### config.mk
export PLATFORM = sky130hd
export DESIGN_NAME = store_monitor_flat
export DESIGN_NICKNAME = d
export VERILOG_FILES = /design/src/rtl/store_monitor_if.sv /design/src/rtl/store_monitor.sv /design/src/flat_wrapper.sv
export SDC_FILE = /design/constraint.sdc
export NUM_CORES = 1
export LEC_CHECK = 0
export ABC_AREA = 1
export CORE_ASPECT_RATIO = 1.2
export CORE_MARGIN = 2
export CORE_UTILIZATION = 40
export CTS_CLUSTER_DIAMETER = 30
export DETAILED_ROUTE_END_ITERATION = 10
export HOLD_SLACK_MARGIN = 0.05
export PLACE_DENSITY = 0.57
export SYNTH_ARGS = -nofsm -noshare
export SYNTH_HDL_FRONTEND = slang
export SYNTH_SLANG_ARGS = --single-unit
### constraint.sdc
create_clock -name clk -period 12.2 [get_ports clk]
set_clock_uncertainty 0.05 [all_clocks]
set_input_delay 1.22 -clock clk [delete_from_list [all_inputs] [get_ports clk]]
set_output_delay 1.22 -clock clk [all_outputs]
set_load 0.005 [all_outputs]
### src/rtl/store_monitor_if.sv
// rtl/store_monitor_if.sv - store bus and log-drain port bundle for store_monitor
interface store_monitor_if #(
    parameter int DEPTH = 8
);
    localparam int FW = $clog2(DEPTH) + 1;

    logic          MemWrite;
    logic [31:0]   DataAdr;
    logic [31:0]   WriteData;
    logic          pop;
    logic          rd_valid;
    logic [31:0]   rd_addr;
    logic [31:0]   rd_data;
    logic [31:0]   rd_cycle;
    logic [FW-1:0] fill;
    logic          overflow;
    logic [31:0]   cycle_count;
    logic          done;
    logic          pass;
    logic          timeout;

    modport master (
        output MemWrite, DataAdr, WriteData, pop,
        input  rd_valid, rd_addr, rd_data, rd_cycle, fill, overflow,
        input  cycle_count, done, pass, timeout
    );

    modport slave (
        input  MemWrite, DataAdr, WriteData, pop,
        output rd_valid, rd_addr, rd_data, rd_cycle, fill, overflow,
        output cycle_count, done, pass, timeout
    );
endinterface

### src/rtl/store_monitor.sv
// rtl/store_monitor.sv - store capture log with done-address verdict and run timeout
module store_monitor #(
    parameter int          DEPTH      = 8,
    parameter logic [31:0] DONE_ADDR  = 32'h0000_0064,
    parameter logic [31:0] PASS_VALUE = 32'h0000_0019,
    parameter int          TIMEOUT    = 500
) (
    input logic           clk,
    input logic           reset,
    store_monitor_if.slave bus
);
    localparam int AW = $clog2(DEPTH);
    localparam int FW = AW + 1;

    typedef enum logic [1:0] {RUN, PASS, FAIL, TMO} state_t;

    state_t        state_q, state_d;
    logic [31:0]   cycle_q;
    logic [31:0]   stamp;
    logic [31:0]   mem_addr  [DEPTH];
    logic [31:0]   mem_data  [DEPTH];
    logic [31:0]   mem_cycle [DEPTH];
    logic [AW-1:0] wr_ptr, rd_ptr, rd_next;
    logic [FW-1:0] fill_q;
    logic [31:0]   head_addr, head_data, head_cycle;
    logic          overflow_q;
    logic          running, capture, pop_ok, full, do_push, drop;

    // stamp is the 1-based number of the edge currently being evaluated
    assign running = (state_q == RUN);
    assign stamp   = cycle_q + 32'd1;
    assign capture = running && bus.MemWrite;
    assign pop_ok  = bus.pop && (fill_q != '0);
    assign full    = (fill_q == FW'(DEPTH));
    assign do_push = capture && (!full || pop_ok);
    assign drop    = capture && full && !pop_ok;
    assign rd_next = rd_ptr + AW'(1);

    // verdict decision; a done store on the timeout edge takes priority
    always_comb begin
        state_d = state_q;
        if (state_q == RUN) begin
            if (bus.MemWrite && (bus.DataAdr == DONE_ADDR)) begin
                state_d = (bus.WriteData == PASS_VALUE) ? PASS : FAIL;
            end else if (stamp == 32'(TIMEOUT)) begin
                state_d = TMO;
            end
        end
    end

    // state register and run cycle counter, frozen once a verdict exists
    always_ff @(posedge clk or negedge reset) begin
        if (!reset) begin
            state_q <= RUN;
            cycle_q <= '0;
        end else begin
            state_q <= state_d;
            if (running) begin
                cycle_q <= stamp;
            end
        end
    end

    // log storage; only slots between rd_ptr and wr_ptr are ever read
    always_ff @(posedge clk) begin
        if (do_push) begin
            mem_addr[wr_ptr]  <= bus.DataAdr;
            mem_data[wr_ptr]  <= bus.WriteData;
            mem_cycle[wr_ptr] <= stamp;
        end
    end

    // pointers, occupancy, sticky overflow and the registered show-ahead head
    always_ff @(posedge clk or negedge reset) begin
        if (!reset) begin
            wr_ptr     <= '0;
            rd_ptr     <= '0;
            fill_q     <= '0;
            overflow_q <= 1'b0;
            head_addr  <= '0;
            head_data  <= '0;
            head_cycle <= '0;
        end else begin
            if (do_push) begin
                wr_ptr <= wr_ptr + AW'(1);
            end
            if (pop_ok) begin
                rd_ptr <= rd_next;
            end
            if (do_push && !pop_ok) begin
                fill_q <= fill_q + FW'(1);
            end else if (!do_push && pop_ok) begin
                fill_q <= fill_q - FW'(1);
            end
            if (drop) begin
                overflow_q <= 1'b1;
            end
            // head follows the next stored entry, or the incoming one when the
            // log is (or is about to become) empty; otherwise it holds
            if (pop_ok && (fill_q > FW'(1))) begin
                head_addr  <= mem_addr[rd_next];
                head_data  <= mem_data[rd_next];
                head_cycle <= mem_cycle[rd_next];
            end else if (do_push && ((fill_q == '0) || (pop_ok && (fill_q == FW'(1))))) begin
                head_addr  <= bus.DataAdr;
                head_data  <= bus.WriteData;
                head_cycle <= stamp;
            end
        end
    end

    assign bus.rd_valid    = (fill_q != '0);
    assign bus.rd_addr     = head_addr;
    assign bus.rd_data     = head_data;
    assign bus.rd_cycle    = head_cycle;
    assign bus.fill        = fill_q;
    assign bus.overflow    = overflow_q;
    assign bus.cycle_count = cycle_q;
    assign bus.done        = (state_q != RUN);
    assign bus.pass        = (state_q == PASS);
    assign bus.timeout     = (state_q == TMO);
endmodule

### src/flat_wrapper.sv
// flat-port wrapper written by rule: the top's interface ports become plain ports
module store_monitor_flat 
#(
    parameter int          DEPTH      = 8,
    parameter logic [31:0] DONE_ADDR  = 32'h0000_0064,
    parameter logic [31:0] PASS_VALUE = 32'h0000_0019,
    parameter int          TIMEOUT    = 500
)
  (clk, reset, bus_MemWrite, bus_DataAdr, bus_WriteData, bus_pop, bus_rd_valid, bus_rd_addr, bus_rd_data, bus_rd_cycle, bus_fill, bus_overflow, bus_cycle_count, bus_done, bus_pass, bus_timeout);
  store_monitor_if #(.DEPTH(DEPTH)) bus_i ();
  input logic clk;
  input logic reset;
  input wire logic [$bits(bus_i.MemWrite)-1:0] bus_MemWrite;
  input wire logic [$bits(bus_i.DataAdr)-1:0] bus_DataAdr;
  input wire logic [$bits(bus_i.WriteData)-1:0] bus_WriteData;
  input wire logic [$bits(bus_i.pop)-1:0] bus_pop;
  output wire logic [$bits(bus_i.rd_valid)-1:0] bus_rd_valid;
  output wire logic [$bits(bus_i.rd_addr)-1:0] bus_rd_addr;
  output wire logic [$bits(bus_i.rd_data)-1:0] bus_rd_data;
  output wire logic [$bits(bus_i.rd_cycle)-1:0] bus_rd_cycle;
  output wire logic [$bits(bus_i.fill)-1:0] bus_fill;
  output wire logic [$bits(bus_i.overflow)-1:0] bus_overflow;
  output wire logic [$bits(bus_i.cycle_count)-1:0] bus_cycle_count;
  output wire logic [$bits(bus_i.done)-1:0] bus_done;
  output wire logic [$bits(bus_i.pass)-1:0] bus_pass;
  output wire logic [$bits(bus_i.timeout)-1:0] bus_timeout;
  assign bus_i.MemWrite = bus_MemWrite;
  assign bus_i.DataAdr = bus_DataAdr;
  assign bus_i.WriteData = bus_WriteData;
  assign bus_i.pop = bus_pop;
  assign bus_rd_valid = bus_i.rd_valid;
  assign bus_rd_addr = bus_i.rd_addr;
  assign bus_rd_data = bus_i.rd_data;
  assign bus_rd_cycle = bus_i.rd_cycle;
  assign bus_fill = bus_i.fill;
  assign bus_overflow = bus_i.overflow;
  assign bus_cycle_count = bus_i.cycle_count;
  assign bus_done = bus_i.done;
  assign bus_pass = bus_i.pass;
  assign bus_timeout = bus_i.timeout;
  store_monitor #(.DEPTH(DEPTH), .DONE_ADDR(DONE_ADDR), .PASS_VALUE(PASS_VALUE), .TIMEOUT(TIMEOUT)) u_core (.clk(clk), .reset(reset), .bus(bus_i));
endmodule
==> run metrics, run 1 <==
CP max stage delay=around 0.89 ns; Yosys top cell area share=63.02%; CTS tree=yes; CTS Buffer Depth=3; Gate Count Post-Synth=approximately 2,800; CP endpoint kind=register; Setup TNS Final=0 ns; TritonCTS Buffers=~160; Met1 Routed Length=about 40,000 µm; uppermost routed layer=met5; # DRC=0; Max Cap Viol=0; RSZ-0062 raised after global routing=false; Top FF cell, synth=edfxtp_1; die area=around 0.094 mm²; Clk pin slew, worst setup/hold paths=about 0.06 ns; Post-Route WL=a little under 100,000 µm; Synth Register Bits=just over 900; Mean Syn Cell Area=~13 µm²; post-DR wirelength/cell=~23 µm; post-layout util=between 40% and 50%; Final period util=between 30% and 40%; largest cells by area after synthesis=edfxtp_1, dfrtp_1, nor2_1; Critical Path AT=slightly below 5 ns; Congestion Overflow GR=0; asr flop ratio synth=roughly 16%; Post-DRT Antenna Nets=0; DR WL met2=roughly 48,000 µm; met3 routed WL=roughly 5500 µm; outcome=finished clean; Fin. Hold Viols=0; Via Count=23,950; clock root cell=clkbuf_16; routability cong.=0.7848; chip width=roughly 280 µm; core footprint=~0.09 mm²; Leakage=~0.016 µW; Skew-Pair Late Insertion Delay=0.72 ns; Final HPWL DP=50,860 µm; VDD IR max=0.0002575 V; Post-synth EDFFs=roughly 770; mapped cell area=around 0.037 mm²; Min Clock Period, post-route=4.601 ns; vias per std cell=between 5 and 6; Synth area leader=edfxtp_1; kind of critical path=register to register; pin count of the biggest net entering global routing=211; slowest CP cell=buf_4; DR iter-0 viols=1,942; setup bufs post-CTS=0; Slew headroom=25.52%; Top-Level Pins=slightly above 200; synth unique cells=38; Seq/Total Area, Yosys=slightly above 70%; IO Port Bufs=between 200 and 250; DRT Pass-1 Iters=6; Slew Viols, Final=0; share of cells above drive strength 1=10.98%; placed instance area=around 0.04 mm²; first-pass GRT wire length=around 150,000 µm; Worst EP required=12.48 ns; critical-path maximum fanout=55; CP Cell Sequence=nor2_4 > inv_1 > nor2_1 > nand2_1 > inv_1 > nand2_1 > nor2_4 > buf_4 > buf_4; Worst Hold Class=primary input to async pin; commonest cells in the netlist=edfxtp_1, nor2_1, o21ai_0; yosys synthesis warning count=0; Area Growth Syn to Fin=23.53%; f_max=~220 MHz; Resize count post-CTS=0; CTS Sinks=between 900 and 1,000; gr usage total=around a fifth; slew at the pin closest to its max-slew limit=about 1.1 ns; syn_nets=2,856; top-count cell post-synth=edfxtp_1; Startpoint Class=register; Hold Buf Count CTS=0; post-route cell area=between 0.04 and 0.05 mm²; H-tree levels=4; Die H=335.3 µm; initial antenna violation count=2; Initial Util=40.35%; vias in the first global route=roughly 24,000; fin nets=between 3,000 and 4,000; Cell Pwr Density=about 250 mW/mm²; Finish-stage setup viols=0; site row count=about 120
## final timing paths
check / startpoint / to / slack (ns) / depth (start not counted)
setup / recovery: u_core.state_q[1] / u_core.mem_data[3][22] / 7.60 / 9
hold / removal: reset / u_core.bus.rd_data[15] / 0.45 / 1
setup reg to reg: u_core.state_q[1] / u_core.mem_data[3][22] / 7.60 / 9
hold reg to reg: u_core.bus.overflow / u_core.bus.overflow / 0.47 / 1
max in group asynchronous: reset / u_core.bus.rd_addr[5] / 10.33 / 2
min in group clk: u_core.bus.overflow / u_core.bus.overflow / 0.47 / 1
## registers in the layout, summed over array words and instances (netlist names)
| register | count |
|---|---|
| u_core.bus.overflow | 1 |
| u_core.mem_addr | 256 |
| u_core.wr_ptr | 3 |
| u_core.bus.rd_data | 32 |
| u_core.bus.rd_addr | 32 |
| u_core.mem_data | 256 |
| u_core.mem_cycle | 256 |
| u_core.bus.cycle_count | 32 |
| u_core.rd_ptr | 3 |
| u_core.bus.fill | 4 |
| u_core.bus.rd_cycle | 32 |
| u_core.state_q | 2 |
## area by class of cell
class | instances | area, µm²
Fill cell | 7683 | 45480
Sequential cell | 909 | 26590
Multi-Input combinational cell | 1618 | 9049
Clock buffer | 184 | 4197
Timing Repair Buffer | 237 | 2316
Tap cell | 1168 | 1461
Clock inverter | 112 | 1303
Inverter | 72 | 284.0
Antenna cell | 1 | 2.502
## power breakdown
| group | total (µW) | internal [µW] | switching (µW) |
|---|---|---|---|
| registers | 3740 | 3540 | 201 |
| clock network | 4470 | 2910 | 1560 |
| logic | 3230 | 1200 | 2030 |
## cell usage in the layout (no fill, tap or decap), types with 5 or more instances in the layout
cell	n
nor2_4	16
inv_1	67
nand3_1	47
inv_6	14
mux2i_1	115
o32ai_1	77
o211ai_1	76
nand2_2	11
clkinv_4	16
buf_4	31
xor2_1	7
clkbuf_1	16
clkbuf_16	162
clkinv_8	5
clkinv_2	22
nand2_1	197
bufinv_16	20
o221ai_1	115
dfrtp_1	140
nor4_1	14
a31oi_1	22
clkdlybuf4s50_1	203
ha_1	7
clkinv_1	16
clkbuf_8	6
a21oi_1	153
nor2_1	501
o21ai_0	227
clkinvlp_4	16
edfxtp_1	768
nand4_1	7
## per-layer routing
metal  vias to the layer above  GRT usage [%]
met1                     12070          26.48
met5                         -              0
met4                         2          8.101
met2                       795          34.17
li1                      10880              -
met3                       195          3.869
## through the flow
stage	power [µW]	setup slack, ns	hold WS [ns]	std cells
detailed placement	7047	7.374	0.4398	4004
floorplan	5826	5.829	0.3959	2780
global placement	6996	7.444	0.4518	4004
CTS	11550	7.545	0.4254	4300
finish	11440	7.599	0.4459	4301
global route	12000	7.207	0.4548	4300
## cell families (layout without fill, tap and decap cells)
logic type               count (synthesis)  count (layout)  share of synthesized area [%]
multiplexers                           115             115                          3.146
buffers and inverters                  253             605                          2.862
flip-flops                             909             909                          72.66
adder cells (fa/ha/maj)                  8               8                         0.2735
AO/OA/AOI/OAI                          677             677                          11.85
AND/OR/NAND/NOR                        809             809                          8.992
other                                    0               1                              0
XOR/XNOR                                 9               9                         0.2154
## critical path: cells and delay by family, from the launching register on
kind	cells	cell delay, ns
buf+inv	4	2.10
flops	1	0.42
simple gates	5	1.58
(Power assumes the default switching activity.)
==> inputs of run 2 (changes only) <==
PLACE_DENSITY = 0.59   (was 0.57)
clock period = 3.9 ns   (was 12.2 ns; I/O delays follow)
==> run metrics, run 2 (synthesized netlist as in run 1, its figures left out) <==
outcome=finished clean (unchanged); CTS Buffer Depth=3 (unchanged); final setup margin=1.052 ns (was 7.599 ns); TritonCTS Buffers=155 (was 158); Congestion Overflow GR=0 (unchanged); Via Count=24,110 (was 23,950); f_max=351.1 MHz (was 217.4 MHz); reg-to-reg slack, setup=1.05 ns (was 7.60 ns); Final period util=73.02% (was 37.71%); Fin. Hold Viols=0 (unchanged); post-route cell area=0.04554 mm² (was 0.04521 mm²); Worst Hold Class=primary input to async pin (unchanged); DRT Pass-1 Iters=5 (was 6); Initial Util=40.35% (unchanged); Startpoint Class=register (unchanged); most common cell after layout, fill and taps aside=edfxtp_1 (unchanged); DR iter-0 viols=1,972 (was 1,942); critical-path maximum fanout=65 (was 55); clock root cell=clkbuf_16 (unchanged); Slew Viols, Final=0 (unchanged); combinational power share=29.3% (was 28.2%); gr usage total=20.71% (was 20.51%); VDD IR max=0.0008532 V (was 0.0002575 V); slew at the pin closest to its max-slew limit=1.158 ns (was 1.117 ns); core footprint=0.09069 mm² (unchanged); Leakage=0.01591 µW (was 0.01579 µW); CP endpoint kind=register (unchanged); Critical Path AT=3.41 ns (was 4.88 ns); Skew-Pair Late Insertion Delay=0.72 ns (about the same); initial antenna violation count=2 (unchanged); R2R depth=6 (was 9); routability cong.=0.7857 (was 0.7848); Filler cells=7,547 (was 7,683); RSZ-0062 raised after global routing=false (unchanged); Max Cap Viol=0 (unchanged); Internal Power=23,930 µW (was 7652 µW); vias in the first global route=24,270 (was 23,950); Clk pwr share=38.0% (was 39.1%); vias per std cell=5.596 (was 5.568); P_sw=11,740 µW (was 3789 µW); die area=0.09393 mm² (unchanged); H-tree levels=4 (unchanged); CTS tree=yes (unchanged); # DRC=0 (unchanged); final std cells w/o fill=4,308 (was 4,301); Cells after DPL=4,018 (was 4,004); Die H=335.3 µm (unchanged); kind of critical path=register to register (unchanged); pin count of the biggest net entering global routing=201 (was 211); diode count=0 (was 1); Slew headroom=22.78% (was 25.52%); setup bufs post-CTS=0 (unchanged); CTS Sinks=909 (unchanged); post-layout util=50.22% (was 49.85%); chip width=280.1 µm (unchanged); Post-DRT Antenna Nets=0 (unchanged); Sw Ratio=32.91% (was 33.12%); site row count=121 (unchanged); pre-CTS setup slack=0.7633 ns (was 7.374 ns); Area Growth Syn to Fin=24.46% (was 23.53%); Final HPWL DP=52,130 µm (was 50,860 µm); Clk pin slew, worst setup/hold paths=0.05 ns (was 0.06 ns); post-DR wirelength/cell=22.76 µm (was 22.67 µm); Sequential Power Share=32.7% (about the same); Top-Level Pins=205 (unchanged); Finish-stage setup viols=0 (unchanged); top flop regs=u_core.mem_addr x256, u_core.mem_cycle x256, u_core.mem_data x256 (unchanged); placed instance area=0.04021 mm² (was 0.03970 mm²); Cell Pwr Density=783.0 mW/mm² (was 253.1 mW/mm²); highest-count cells in the layout ignoring fill and taps=edfxtp_1, nor2_1, o21ai_0, clkdlybuf4s50_1, nand2_1 (unchanged); first-pass GRT wire length=147,100 µm (was 145,700 µm); share of cells above drive strength 1=11.02% (was 10.98%); IO Port Bufs=204 (unchanged); Post-Route WL=98,060 µm (was 97,510 µm); Min Clock Period, post-route=2.848 ns (was 4.601 ns); Final Power=35,660 µW (was 11,440 µW); fin nets=3,084 (was 3,072); Worst EP required=4.46 ns (was 12.48 ns)
[run 2: layer usage]
layer  part of all wire, %  global-route usage (%)  vias up
li1                      -                       -    10930
met1                    43                   27.70    12210
met2                    49                   34.02      808
met3                   5.6                   3.653      152
met4                   2.4                   7.282        2
met5                 0.013                       0        -
[run 2: cell type report]
| class | instances | area (µm²) | area share (%) |
|---|---|---|---|
| tap | 1168 | 1461 | 3.209 |
| inverter | 72 | 284.0 | 0.6236 |
| clock buffer | 189 | 4245 | 9.321 |
| multi-input combinational | 1618 | 9049 | 19.87 |
| sequential | 909 | 26590 | 58.39 |
| timing repair buffer | 252 | 2831 | 6.217 |
| clock inverter | 100 | 1079 | 2.368 |
[run 2: worst paths after layout]
check	startpoint	end
max	u_core.rd_ptr[0]	u_core.bus.rd_cycle[5]
min	reset	u_core.bus.rd_data[30]
max reg2reg	u_core.rd_ptr[0]	u_core.bus.rd_cycle[5]
min reg2reg	u_core.bus.overflow	u_core.bus.overflow
max in group asynchronous	reset	u_core.bus.rd_addr[7]
min in group clk	bus_MemWrite	u_core.bus.overflow
[run 2: what timing repair did]
| action | 4_1_cts | 5_1_grt |
|---|---|---|
| resized for setup | 0 | 0 |
| hold buffers | 1 | 0 |
| hold endpoints to repair | 86 | 0 |
[run 2: metrics by stage]
step                hold slack (ns)  TNS [ns]
detailed placement           0.3368         0
CTS                          0.1257         0
global route                 0.1543         0
floorplan                   0.04441   -182.41
global placement             0.3240         0
finish                       0.1492         0
[run 2: power groups by stage]
stage	Clock, µW	Sequential, µW	Combinational (µW)
after floorplan	0	11600	6640
after global placement	0	11800	10200
after global routing	14200	11700	11400
after CTS	13800	11700	10500
after detailed placement	0	11800	10400
final	13600	11700	10500
[run 2: worst max-delay path, stage by stage (launching register included)]
cell and delay, ns:
dfrtp_4 0.55, ha_4 0.80, buf_12 0.35, o32ai_1 0.15, o21ai_0 0.48, o21ai_0 0.17
o21a_1 0.14
==> inputs of run 3 (changes only) <==
clock period = 2.5 ns   (was 3.9 ns; I/O delays follow)
==> run metrics, run 3 (synthesized netlist as in run 1, its figures left out) <==
outcome=finished clean (unchanged); die area=0.09393 mm² (unchanged); Via Count=24,580 (was 24,110); gr usage total=21.03% (was 20.71%); met2 Usage GRT=35.40% (was 34.02%); Congestion Overflow GR=0 (unchanged); final std cells w/o fill=4,473 (was 4,308); chip width=280.1 µm (unchanged); CTS tree=yes (unchanged); Post-Route WL=99,230 µm (was 98,060 µm); TritonCTS Buffers=144 (was 155); Post-DRT Antenna Nets=0 (unchanged); Cell Pwr Density=1177 mW/mm² (was 783.0 mW/mm²); Leakage=0.01687 µW (was 0.01591 µW); share of cells above drive strength 1=16.64% (was 11.02%); CP endpoint kind=output pin (was register); Clk pin slew, worst setup/hold paths=0.06 ns (was 0.05 ns); diode count=0 (unchanged); slew at the pin closest to its max-slew limit=0.6876 ns (was 1.158 ns); Finish-stage setup viols=0 (unchanged); Max Cap Viol=0 (unchanged); final hold slack=0.1038 ns (was 0.1492 ns); Filler cells=7,443 (was 7,547); Cells after DPL=4,194 (was 4,018); first-pass GRT wire length=150,100 µm (was 147,100 µm); VDD IR max=0.0009394 V (was 0.0008532 V); Area Growth Syn to Fin=29.07% (was 24.46%); Worst EP required=2.20 ns (was 4.46 ns); most common cell after layout, fill and taps aside=edfxtp_1 (unchanged); Startpoint Class=register (unchanged); vias per std cell=5.495 (was 5.596); core footprint=0.09069 mm² (unchanged); # DRC=0 (unchanged); Slew Viols, Final=0 (unchanged); initial antenna violation count=1 (was 2); DRT Pass-1 Iters=6 (was 5); highest-count cells in the layout ignoring fill and taps=edfxtp_1, nor2_1, o21ai_0, clkdlybuf4s50_1, nand2_1 (unchanged); Fin. Hold Viols=0 (unchanged); Top-Level Pins=205 (unchanged); Final Power=55,580 µW (was 35,660 µW); Final HPWL DP=57,950 µm (was 52,130 µm); Worst Hold Class=primary input to async pin (unchanged); r2r startpoint=u_core.bus.cycle_count[1] (was u_core.rd_ptr[0]); Setup TNS Final=0 ns (unchanged); Initial Util=40.35% (unchanged); Slew headroom=54.16% (was 22.78%); IO Port Bufs=204 (unchanged); fin nets=3,262 (was 3,084); Min Clock Period, post-route=2.372 ns; Skew-Pair Late Insertion Delay=0.72 ns (about the same); CTS Sinks=909 (unchanged); grt met1 use=27.32% (was 27.70%); pin count of the biggest net entering global routing=126 (was 201); vias in the first global route=25,080 (was 24,270); kind of critical path=register to output pin (was register to register); CTS Buffer Depth=3 (unchanged); reg-to-reg slack, setup=0.15 ns (was 1.05 ns); Die H=335.3 µm (unchanged); H-tree levels=4 (unchanged); routability cong.=0.8256 (was 0.7857); GRT met3 Usage=4.237% (was 3.653%); site row count=121 (unchanged); DR iter-0 viols=2,198 (was 1,972); top flop regs=u_core.mem_addr x256, u_core.mem_cycle x256, u_core.mem_data x256 (unchanged); Critical Path AT=2.07 ns (was 3.41 ns); R2R depth=17 (was 6); Final period util=between 90% and 100%; clock root cell=clkbuf_16 (unchanged); post-DR wirelength/cell=22.18 µm (was 22.76 µm); FF-to-FF End=u_core.state_q[0] (was u_core.bus.rd_cycle[5]); critical-path maximum fanout=2 (was 65); f_max=421.6 MHz; GR peak layer=met2 (unchanged)
-- run 3: changes by cell type in the layout (fill, tap and decap cells not counted), moves of 6 or more --
cell / before / now
buf_12: 34 / 69
buf_4: 13 / 163
clkbuf_1: 18 / 12
clkbuf_16: 162 / 150
clkbuf_8: 9 / 1
clkinv_1: 19 / 9
clkinv_4: 11 / 17
dfrtp_1: 140 / 134
dfrtp_2: 0 / 6
inv_8: 2 / 9
nand2_1: 197 / 191
nor2_1: 501 / 495
-- run 3: through the flow --
stage                     utilization, %  setup slack, ns  cell area [µm²]
after floorplan                        -          -0.5643            36670
after global placement             46.29          -0.3405            41980
after detailed placement           46.29          -0.1990            41980
after CTS                          51.90          0.02700            47070
after global routing               52.08         -0.01887            47230
final                              52.08           0.1281            47230
-- run 3: worst max path at each step --
stage	slack, ns	depth (start not counted)	endpoint	start
2_1_floorplan	-0.56	6	u_core.mem_addr[0][0]	u_core.state_q[0]
3_3_place_gp	-0.34	11	u_core.state_q[1]	bus_DataAdr[2]
3_5_place_dp	-0.20	10	u_core.state_q[1]	bus_DataAdr[1]
4_1_cts	0.03	6	bus_rd_valid	u_core.bus.fill[1]
5_1_grt	-0.02	17	u_core.state_q[0]	u_core.bus.cycle_count[1]
6_report	0.13	4	bus_pass	u_core.state_q[0]
-- run 3: power breakdown --
part | total [µW] | leakage, µW | switching (µW) | internal [µW]
clock | 20500 | 0.00245 | 7280 | 13200
sequential | 18000 | 0.00892 | 764 | 17300
combinational | 17100 | 0.00551 | 10200 | 6850
-- run 3: cell type report --
type | count | area, µm² | share of cell area, %
flip-flops and latches | 909 | 26600 | 56.32
multi-input cells | 1618 | 9129 | 19.33
repair buffers | 441 | 4720 | 9.992
clock buffers | 163 | 3812 | 8.072
well taps | 1168 | 1461 | 3.094
clock inverters | 102 | 1224 | 2.591
inverters | 72 | 284.0 | 0.6013
-- run 3: per-layer routing --
metal  part of all wire [%]  vias up
met5                  0.013        -
li1                       -    11270
met3                    6.1      168
met4                    2.3        2
met2                     49      825
met1                     42    12310
-- run 3: repair_timing --
item	in CTS	in global routing
hold endpoints to repair	141	0
hold buffers	2	0
gates resized for setup	1	26
pin swaps	0	19
setup buffers	2	10
setup endpoints to repair	1	6
-- run 3: critical path, cell delays in order (launching register included) --
cell and delay [ns]:
dfrtp_1 0.40, buf_4 0.14, inv_1 0.05, nor2_2 0.20, clkdlybuf4s50_1 0.55
